<file path="src/rtl/counter_readback_pkg.sv">
`default_nettype none
// ============================================================================
//  Package     : intel8254_pkg
//  Description : Read/write format codes and status byte layout shared by
//                the 8254 counter datapaths and the control-word decoder.
//  Revision    : 1.0 - initial release
// ============================================================================
package intel8254_pkg;

   localparam logic [1:0] RW_LATCH = 2'b00;
   localparam logic [1:0] RW_LSB   = 2'b01;
   localparam logic [1:0] RW_MSB   = 2'b10;
   localparam logic [1:0] RW_LM    = 2'b11;

   localparam int STAT_OUT_BIT   = 7;
   localparam int STAT_NULL_BIT  = 6;
   localparam int STAT_RW_MSB    = 5;
   localparam int STAT_RW_LSB    = 4;
   localparam int STAT_MODE_MSB  = 3;
   localparam int STAT_MODE_LSB  = 1;
   localparam int STAT_BCD_BIT   = 0;

   typedef logic [1:0] rw_fmt_t;

   // The latch-command encoding never reaches a counter as a format; treat it as LSB-then-MSB.
   function automatic rw_fmt_t normalizeRw(input rw_fmt_t rw);
      return (rw == RW_LATCH) ? RW_LM : rw;
   endfunction

endpackage
`default_nettype wire

</file>
<file path="src/rtl/counter_readback_if.sv">
`default_nettype none
// ============================================================================
//  Interface   : counter_readback_if
//  Description : Counter-core / bus-side signals of one counter's read path.
//  Revision    : 1.0 - initial release
// ============================================================================
interface counter_readback_if;
   logic [15:0] count_value;
   logic [7:0]  status_value;
   logic [1:0]  rw_mode;
   logic        cw_wr;
   logic        latch_cmd;
   logic        status_cmd;
   logic        rd_en;
   logic [7:0]  data_out;
   logic        data_valid;

   modport master (
      output count_value, status_value, rw_mode,
      output cw_wr, latch_cmd, status_cmd, rd_en,
      input  data_out, data_valid
   );

   modport slave (
      input  count_value, status_value, rw_mode,
      input  cw_wr, latch_cmd, status_cmd, rd_en,
      output data_out, data_valid
   );
endinterface
`default_nettype wire

</file>
<file path="src/rtl/counter_readback.sv">
`default_nettype none
// ============================================================================
//  Module      : counter_readback
//  Description : 8254 counter read side: count/status latching and LSB/MSB
//                byte sequencing onto the CPU data bus, one byte per read.
//  Revision    : 1.0 - initial release
// ============================================================================
module counter_readback
   import intel8254_pkg::*;
#(
   parameter logic [7:0] RESET_BYTE = 8'h00
) (
   input  wire logic         clk,
   input  wire logic         rst,
   counter_readback_if.slave bus
);

   logic        r_countLatched;
   logic [15:0] r_latchReg;
   logic        r_statusLatched;
   logic [7:0]  r_statusReg;
   logic        r_bytePtr;
   logic [7:0]  r_dataOut;
   logic        r_dataValid;

   logic        w_countLatchedNext;
   logic [15:0] w_latchRegNext;
   logic        w_statusLatchedNext;
   logic [7:0]  w_statusRegNext;
   logic        w_bytePtrNext;
   logic [7:0]  w_dataOutNext;
   logic        w_dataValidNext;
   logic [15:0] w_source;
   rw_fmt_t     w_format;

   always_comb begin
      w_source            = r_countLatched ? r_latchReg : bus.count_value;
      w_format            = normalizeRw(bus.rw_mode);
      w_countLatchedNext  = r_countLatched;
      w_latchRegNext      = r_latchReg;
      w_statusLatchedNext = r_statusLatched;
      w_statusRegNext     = r_statusReg;
      w_bytePtrNext       = r_bytePtr;
      w_dataOutNext       = r_dataOut;
      w_dataValidNext     = 1'b0;

      if (bus.cw_wr) begin
         w_countLatchedNext  = 1'b0;
         w_statusLatchedNext = 1'b0;
         w_bytePtrNext       = 1'b0;
      end else begin
         if (bus.rd_en) begin
            w_dataValidNext = 1'b1;
            if (r_statusLatched) begin
               w_dataOutNext       = r_statusReg;
               w_statusLatchedNext = 1'b0;
            end else begin
               case (w_format)
                  RW_LSB: begin
                     w_dataOutNext      = w_source[7:0];
                     w_countLatchedNext = 1'b0;
                  end
                  RW_MSB: begin
                     w_dataOutNext      = w_source[15:8];
                     w_countLatchedNext = 1'b0;
                  end
                  default: begin
                     if (!r_bytePtr) begin
                        w_dataOutNext = w_source[7:0];
                        w_bytePtrNext = 1'b1;
                     end else begin
                        w_dataOutNext      = w_source[15:8];
                        w_bytePtrNext      = 1'b0;
                        w_countLatchedNext = 1'b0;
                     end
                  end
               endcase
            end
         end

         // Commands see the post-read flags, so a read that frees a latch lets a new one in.
         if (bus.latch_cmd && !w_countLatchedNext) begin
            w_latchRegNext     = bus.count_value;
            w_countLatchedNext = 1'b1;
         end
         if (bus.status_cmd && !w_statusLatchedNext) begin
            w_statusRegNext     = bus.status_value;
            w_statusLatchedNext = 1'b1;
         end
      end
   end

   always_ff @(posedge clk) begin
      if (rst) begin
         r_countLatched  <= 1'b0;
         r_latchReg      <= 16'h0000;
         r_statusLatched <= 1'b0;
         r_statusReg     <= 8'h00;
         r_bytePtr       <= 1'b0;
         r_dataOut       <= RESET_BYTE;
         r_dataValid     <= 1'b0;
      end else begin
         r_countLatched  <= w_countLatchedNext;
         r_latchReg      <= w_latchRegNext;
         r_statusLatched <= w_statusLatchedNext;
         r_statusReg     <= w_statusRegNext;
         r_bytePtr       <= w_bytePtrNext;
         r_dataOut       <= w_dataOutNext;
         r_dataValid     <= w_dataValidNext;
      end
   end

   assign bus.data_out   = r_dataOut;
   assign bus.data_valid = r_dataValid;

endmodule
`default_nettype wire

</file>
<file path="src/flat_wrapper.sv">
// flat-port wrapper written by rule: the top's interface ports become plain ports
module counter_readback_flat import intel8254_pkg::*;
#(
   parameter logic [7:0] RESET_BYTE = 8'h00
)
  (clk, rst, bus_count_value, bus_status_value, bus_rw_mode, bus_cw_wr, bus_latch_cmd, bus_status_cmd, bus_rd_en, bus_data_out, bus_data_valid);
  counter_readback_if bus_i ();
  input  wire logic clk;
  input  wire logic rst;
  input wire logic [$bits(bus_i.count_value)-1:0] bus_count_value;
  input wire logic [$bits(bus_i.status_value)-1:0] bus_status_value;
  input wire logic [$bits(bus_i.rw_mode)-1:0] bus_rw_mode;
  input wire logic [$bits(bus_i.cw_wr)-1:0] bus_cw_wr;
  input wire logic [$bits(bus_i.latch_cmd)-1:0] bus_latch_cmd;
  input wire logic [$bits(bus_i.status_cmd)-1:0] bus_status_cmd;
  input wire logic [$bits(bus_i.rd_en)-1:0] bus_rd_en;
  output wire logic [$bits(bus_i.data_out)-1:0] bus_data_out;
  output wire logic [$bits(bus_i.data_valid)-1:0] bus_data_valid;
  assign bus_i.count_value = bus_count_value;
  assign bus_i.status_value = bus_status_value;
  assign bus_i.rw_mode = bus_rw_mode;
  assign bus_i.cw_wr = bus_cw_wr;
  assign bus_i.latch_cmd = bus_latch_cmd;
  assign bus_i.status_cmd = bus_status_cmd;
  assign bus_i.rd_en = bus_rd_en;
  assign bus_data_out = bus_i.data_out;
  assign bus_data_valid = bus_i.data_valid;
  counter_readback #(.RESET_BYTE(RESET_BYTE)) u_core (.clk(clk), .rst(rst), .bus(bus_i));
endmodule
</file>
<file path="config.mk">
export PLATFORM = sky130hd
export DESIGN_NAME = counter_readback_flat
export DESIGN_NICKNAME = d
export VERILOG_FILES = /design/src/rtl/counter_readback_pkg.sv /design/src/rtl/counter_readback_if.sv /design/src/rtl/counter_readback.sv /design/src/flat_wrapper.sv
export SDC_FILE = /design/constraint.sdc
export NUM_CORES = 1
export LEC_CHECK = 0
export CORE_UTILIZATION = 40
export CTS_CLUSTER_DIAMETER = 150
export DETAILED_ROUTE_END_ITERATION = 7
export GPL_ROUTABILITY_DRIVEN = 0
export PLACE_DENSITY_LB_ADDON = 0.25
export SLEW_MARGIN = 10
export SYNTH_ARGS = -nofsm -noshare
export SYNTH_HDL_FRONTEND = slang
export SYNTH_SLANG_ARGS = --single-unit
</file>
<file path="constraint.sdc">
create_clock -name clk -period 2.2 [get_ports clk]
set_input_delay 0.44 -clock clk [delete_from_list [all_inputs] [get_ports clk]]
set_output_delay 0.44 -clock clk [all_outputs]
set_load 0.005 [all_outputs]
</file>
* After elaboration in Yosys (flattened, before gate mapping) *
Index checks and enable logic that the tools add are counted.

operators by class
  equal/unequal tests = 2
  muxes and demuxes = 16
  bitwise logic cells = 3
  reductions and logical operators = 11

operator list
  kind                                                              count
  16-bit two-way mux                                                1
  8-bit two-way mux                                                 2
  8-bit case mux with 2 select lines                                1
  1-bit two-way mux                                                 11
  2-bit AND reduction                                               3
  2-bit OR reduction                                                2
  1-bit inverter                                                    3
  3-bit AND reduction                                               1
  2-bit by 1-bit == test with 1-bit output (second input constant)  1
  2-bit == test (second input constant)                             1
  1-bit logical AND                                                 2
  1-bit logical NOT                                                 2
  2-bit logical NOT                                                 1
  2-bit two-way mux                                                 1

word-level totals
  register bits after elaboration = 36
  bits of input ports = 32
  logic and storage cells = 39

* Depth between registers and ports, before layout *
  depth in word-level cells = 11
  depth in mapped cells = 8
  gate-level depth less buffers = 6

* Worst setup path before layout *
OpenSTA, ideal clock, no wires.

  path kind = input-to-reg
  start point = input port bus_rw_mode[0]
  end point = register u_core.r_dataOut[6], in the netlist u_core.bus.data_out[6]
  arrival = 1,613 ps
  data required time = 2,068 ps
  path slack = 455 ps
  cell stages on the path = 6
  cells stage by stage = inv_1 > ha_1 > mux2_2 > a221o_1 > a21oi_1 > nor3_1

on the way
  cells in the longest elaborated chain, start to end = 5
  elaborated cells between the ends (all ways) = 6
  those cells by class = eq/ne (2); mux (3); reduce/logical (1)

ends and longest elaborated chain
  element                                                                           line                        RTL
  from (decl)                                                                       flat_wrapper.sv:12          input wire logic [$bits(bus_i.rw_mode)-1:0] bus_rw_mode;
  2-bit logical NOT                                                                 counter_readback_pkg.sv:27  return (rw == RW_LATCH) ? RW_LM : rw;
  2-bit two-way mux (*)                                                             counter_readback_pkg.sv:27
  2-bit == test / 2-bit by 1-bit == test with 1-bit output (equally long branches)  counter_readback.sv:58      case (w_format)
  8-bit case mux with 2 select lines (*)                                            counter_readback.sv:58
  8-bit two-way mux (*)                                                             counter_readback.sv:54      if (r_statusLatched) begin
  to (signal assigned)                                                              counter_readback.sv:108     r_dataOut <= w_dataOutNext;
  to (decl)                                                                         counter_readback.sv:23      logic [7:0] r_dataOut;

Every way passes the cells marked *; elsewhere a longest branch is shown, timed or not.
A chain may end at the register's enable or synchronous reset.

* Worst setup path after layout *
  start point = input port bus_rw_mode[0]
  end point = register u_core.r_latchReg[12]

on the way
  cells in the longest elaborated chain, start to end = 11
  elaborated cells between the ends (all ways) = 12
  those cells by class = eq/ne (2); mux (5); reduce/logical (5)

ends and longest elaborated chain
  element                                                                           line                        RTL
  2-bit logical NOT                                                                 counter_readback_pkg.sv:27
  2-bit two-way mux (*)                                                             counter_readback_pkg.sv:27
  2-bit by 1-bit == test with 1-bit output / 2-bit == test (equally long branches)  counter_readback.sv:58
  2-bit OR reduction (no line) (*)                                                  --
  1-bit two-way mux (*)                                                             counter_readback.sv:58
  1-bit two-way mux (*)                                                             counter_readback.sv:54
  1-bit two-way mux (*)                                                             counter_readback.sv:52      if (bus.rd_en) begin
  1-bit two-way mux (*)                                                             counter_readback.sv:47      if (bus.cw_wr) begin
  1-bit logical NOT (*)                                                             counter_readback.sv:82      if (bus.latch_cmd && !w_countLatchedNext) begin
  1-bit logical AND (*)                                                             counter_readback.sv:82
  2-bit AND reduction (no line) (*)                                                 --
  to (signal assigned)                                                              counter_readback.sv:104     r_latchReg <= w_latchRegNext;
  to (decl)                                                                         counter_readback.sv:19      logic [15:0] r_latchReg;

Every way passes the cells marked *; elsewhere a longest branch is shown, timed or not. The select of a mux whose other input is x is not followed.

==> flow_summary.yaml <==
status:
  outcome: "finished with violations"
  violations: "DRC"
yosys:
  synth_edf_count: 0
  synth-main-ff-cell: "dfxtp_1"
  synth_area_um2: 1890
  netlist_instances: 194
  synth-warning-count: 0
  synth_most_common_cell: "dfxtp_1"
  synth_seq_cells: 36
  syn_avg_cell_area_um2: 9.75
  synthTopCellsByCount: "dfxtp_1 (36), nand2b_1 (34), mux2i_1 (24)"
  syn-num-nets: 228
  yosysUniqueCellTypes: 25
  synth_top_area_share: 0.381
  synth.yosys.seq_area_share: 0.381
  ys_async_sr_fraction: 0
  synth_area_leader_cell: "dfxtp_1"
  synth.area.top_cells: "dfxtp_1 (38%), mux2i_1 (13%), nand2b_1 (11%)"
detailed_routing:
  route.detailed.drc: 6
  viasPerCell: 5.02
  via_count: 1441
  wl_per_cell_um: 13.0
  wl_um: 3740
  first_pass_iters: 6
  drt_iter0_drc: 105
  postRouteAntennaNets: 0
timing:
  hold_slack_ns: 0.473
  finalSetupTns_ns: 0
  slew_violations: 0
  finalHoldViolCount: 0
  finalSetupViolCount: 0
  rsz0062_at_grt: "no"
  skew_ns: 0.00429
  fin_crit_sh: 0.926
  setup_slack_ns: 0.164
  worst_pin_slew_ns: 0.560
  fin_crit_ns: 2.04
  relSlewSlack: 0.626
  max_freq_ghz: 0.491
global_route:
  grt_start_max_net_pins: 53
  grt_pass1_vias: 1327
  antenna_found_initial: 0
  grt_use_total: 0.159
  grt_pass1_wl_um: 6230
  gr-total-overflow: 0
clock_tree:
  hold_buffers: 0
  cts_buffer_depth: 2
  clock-sinks: 36
  cts_tree: "yes"
  cts_resized: 0
  cts_made_buffers: 5
  cts_max_level: 2
  clk_latency_ns: 0.28
  cts.clk_slew.worst_paths_ns: 0.07
  root_buffer: "clkbuf_8"
  postCtsSetupBuffers: 0
pwr:
  leakagePower_nw: 0.918
  p_per_area_nw_per_um2: 653
  ir_drop_v: 0.000292
  power_w: 0.00161
setup_path:
  critPathMaxStageDelay_ns: 0.48
  criticalPathCategory: "in2reg"
  cp_max_fo: 16
  arrival_ns: 2.25
  end_kind: "flop"
  startpoint_type: "input pin"
  crit_chain: "clkdlybuf4s50_1 > inv_1 > ha_1 > buf_4 > nand2b_1 > a21boi_2 > nor3b_2 > buf_12 > mux2i_1"
  crit_required_ns: 2.41
  slowest_stage: "clkdlybuf4s50_1"
placement:
  portBuffers: 40
  place_ws_ns: -0.122
min_path:
  hold_class: "reg2reg"
die:
  initial_core_util: 0.425
  die-height_um: 70.8
  rows: 24
  die_x_um: 70.8
  dieArea_um2: 5010
  core-area_um2: 4440
  io_pins: 41
final_layout:
  fillers: 419
  drive_gt1_frac: 0.153
  areaGrowthSynthToFinish_pct: 30.8
  fin_nets: 268
  diodes: 0
  fin_util: 0.556
run:
  max_cap_violations: 0
[critical path: cells and delay by family]
family / cells / cell delay (ns)
buffers and inverters: 4 / 0.89
AND/OR/NAND/NOR: 2 / 0.34
adder cells (fa/ha/maj): 1 / 0.30
multiplexers: 1 / 0.20
AO/OA/AOI/OAI: 1 / 0.07
[per-stage QoR]
stage	cell area (um^2)	cells
3_3_place_gp	2350	279
3_5_place_dp	2350	279
5_1_grt	2470	287
6_report	2470	287
2_1_floorplan	1890	194
4_1_cts	2470	287
[per-layer routing]
metal / GRT usage / vias to the layer above / routed length [um]
met1: 0.228 / 642 / 1940
met4: 0.0756 / 0 / 58
met3: 0.0399 / 5 / 186
met5: 0 / - / 0
met2: 0.223 / 38 / 1560
li1: - / 756 / -
[final timing paths]
check	from	endpoint	slack (ns)	cells past startpoint
worst max-delay path	bus_rw_mode[0]	u_core.r_latchReg[12]	0.16	9
worst min-delay path	u_core.r_latchReg[6]	u_core.r_latchReg[6]	0.47	2
worst max register to register	u_core.r_countLatched	u_core.bus.data_out[4]	0.64	5
worst min register to register	u_core.r_latchReg[6]	u_core.r_latchReg[6]	0.47	2
[kinds of logic (layout without fill, tap and decap cells)]
group / Yosys count / in the layout / synth area share
buf+inv: 18 / 59 / 0.0589
simple gates: 70 / 70 / 0.216
fa+ha+maj: 2 / 2 / 0.0132
compound gates: 26 / 26 / 0.0933
xor+xnor: 1 / 1 / 0.00463
mux: 41 / 41 / 0.232
flops: 36 / 36 / 0.381
[cell type report]
cell class | instances | area (um^2) | share of cell area
repair buffers | 48 | 485 | 0.196
clock buffers | 7 | 96.3 | 0.0390
clock inverters | 1 | 30.0 | 0.0121
multi-input cells | 140 | 1060 | 0.430
inverters | 3 | 11.3 | 0.00455
flip-flops and latches | 36 | 721 | 0.291
well taps | 52 | 65.1 | 0.0263
[flip-flops by register name, indices dropped and copies added, names as in the netlist]
signal,count
u_core.r_countLatched,1
u_core.r_statusReg,8
u_core.bus.data_out,8
u_core.bus.data_valid,1
u_core.r_bytePtr,1
u_core.r_latchReg,16
u_core.r_statusLatched,1
[where the power goes]
| group | switching (W) | total, W | leakage (nW) | internal, W |
|---|---|---|---|---|
| sequential | 0.0000206 | 0.000705 | 0.294 | 0.000684 |
| clock | 0.000230 | 0.000630 | 0.0645 | 0.000400 |
| combinational | 0.000111 | 0.000279 | 0.560 | 0.000168 |
[layout by cell type, fill, tap and decap left out, drive strengths merged, types with 8 or more instances in the layout]
cell type / n
clkdlybuf4s50: 40
dfxtp: 36
nand2b: 34
mux2i: 24
mux2: 17
nor3: 11
nor2: 11
o21ai: 9
nand3b: 8
a221o: 8
a21oi: 8
buf: 8
No activity file was read; power rests on OpenSTA's default activity.
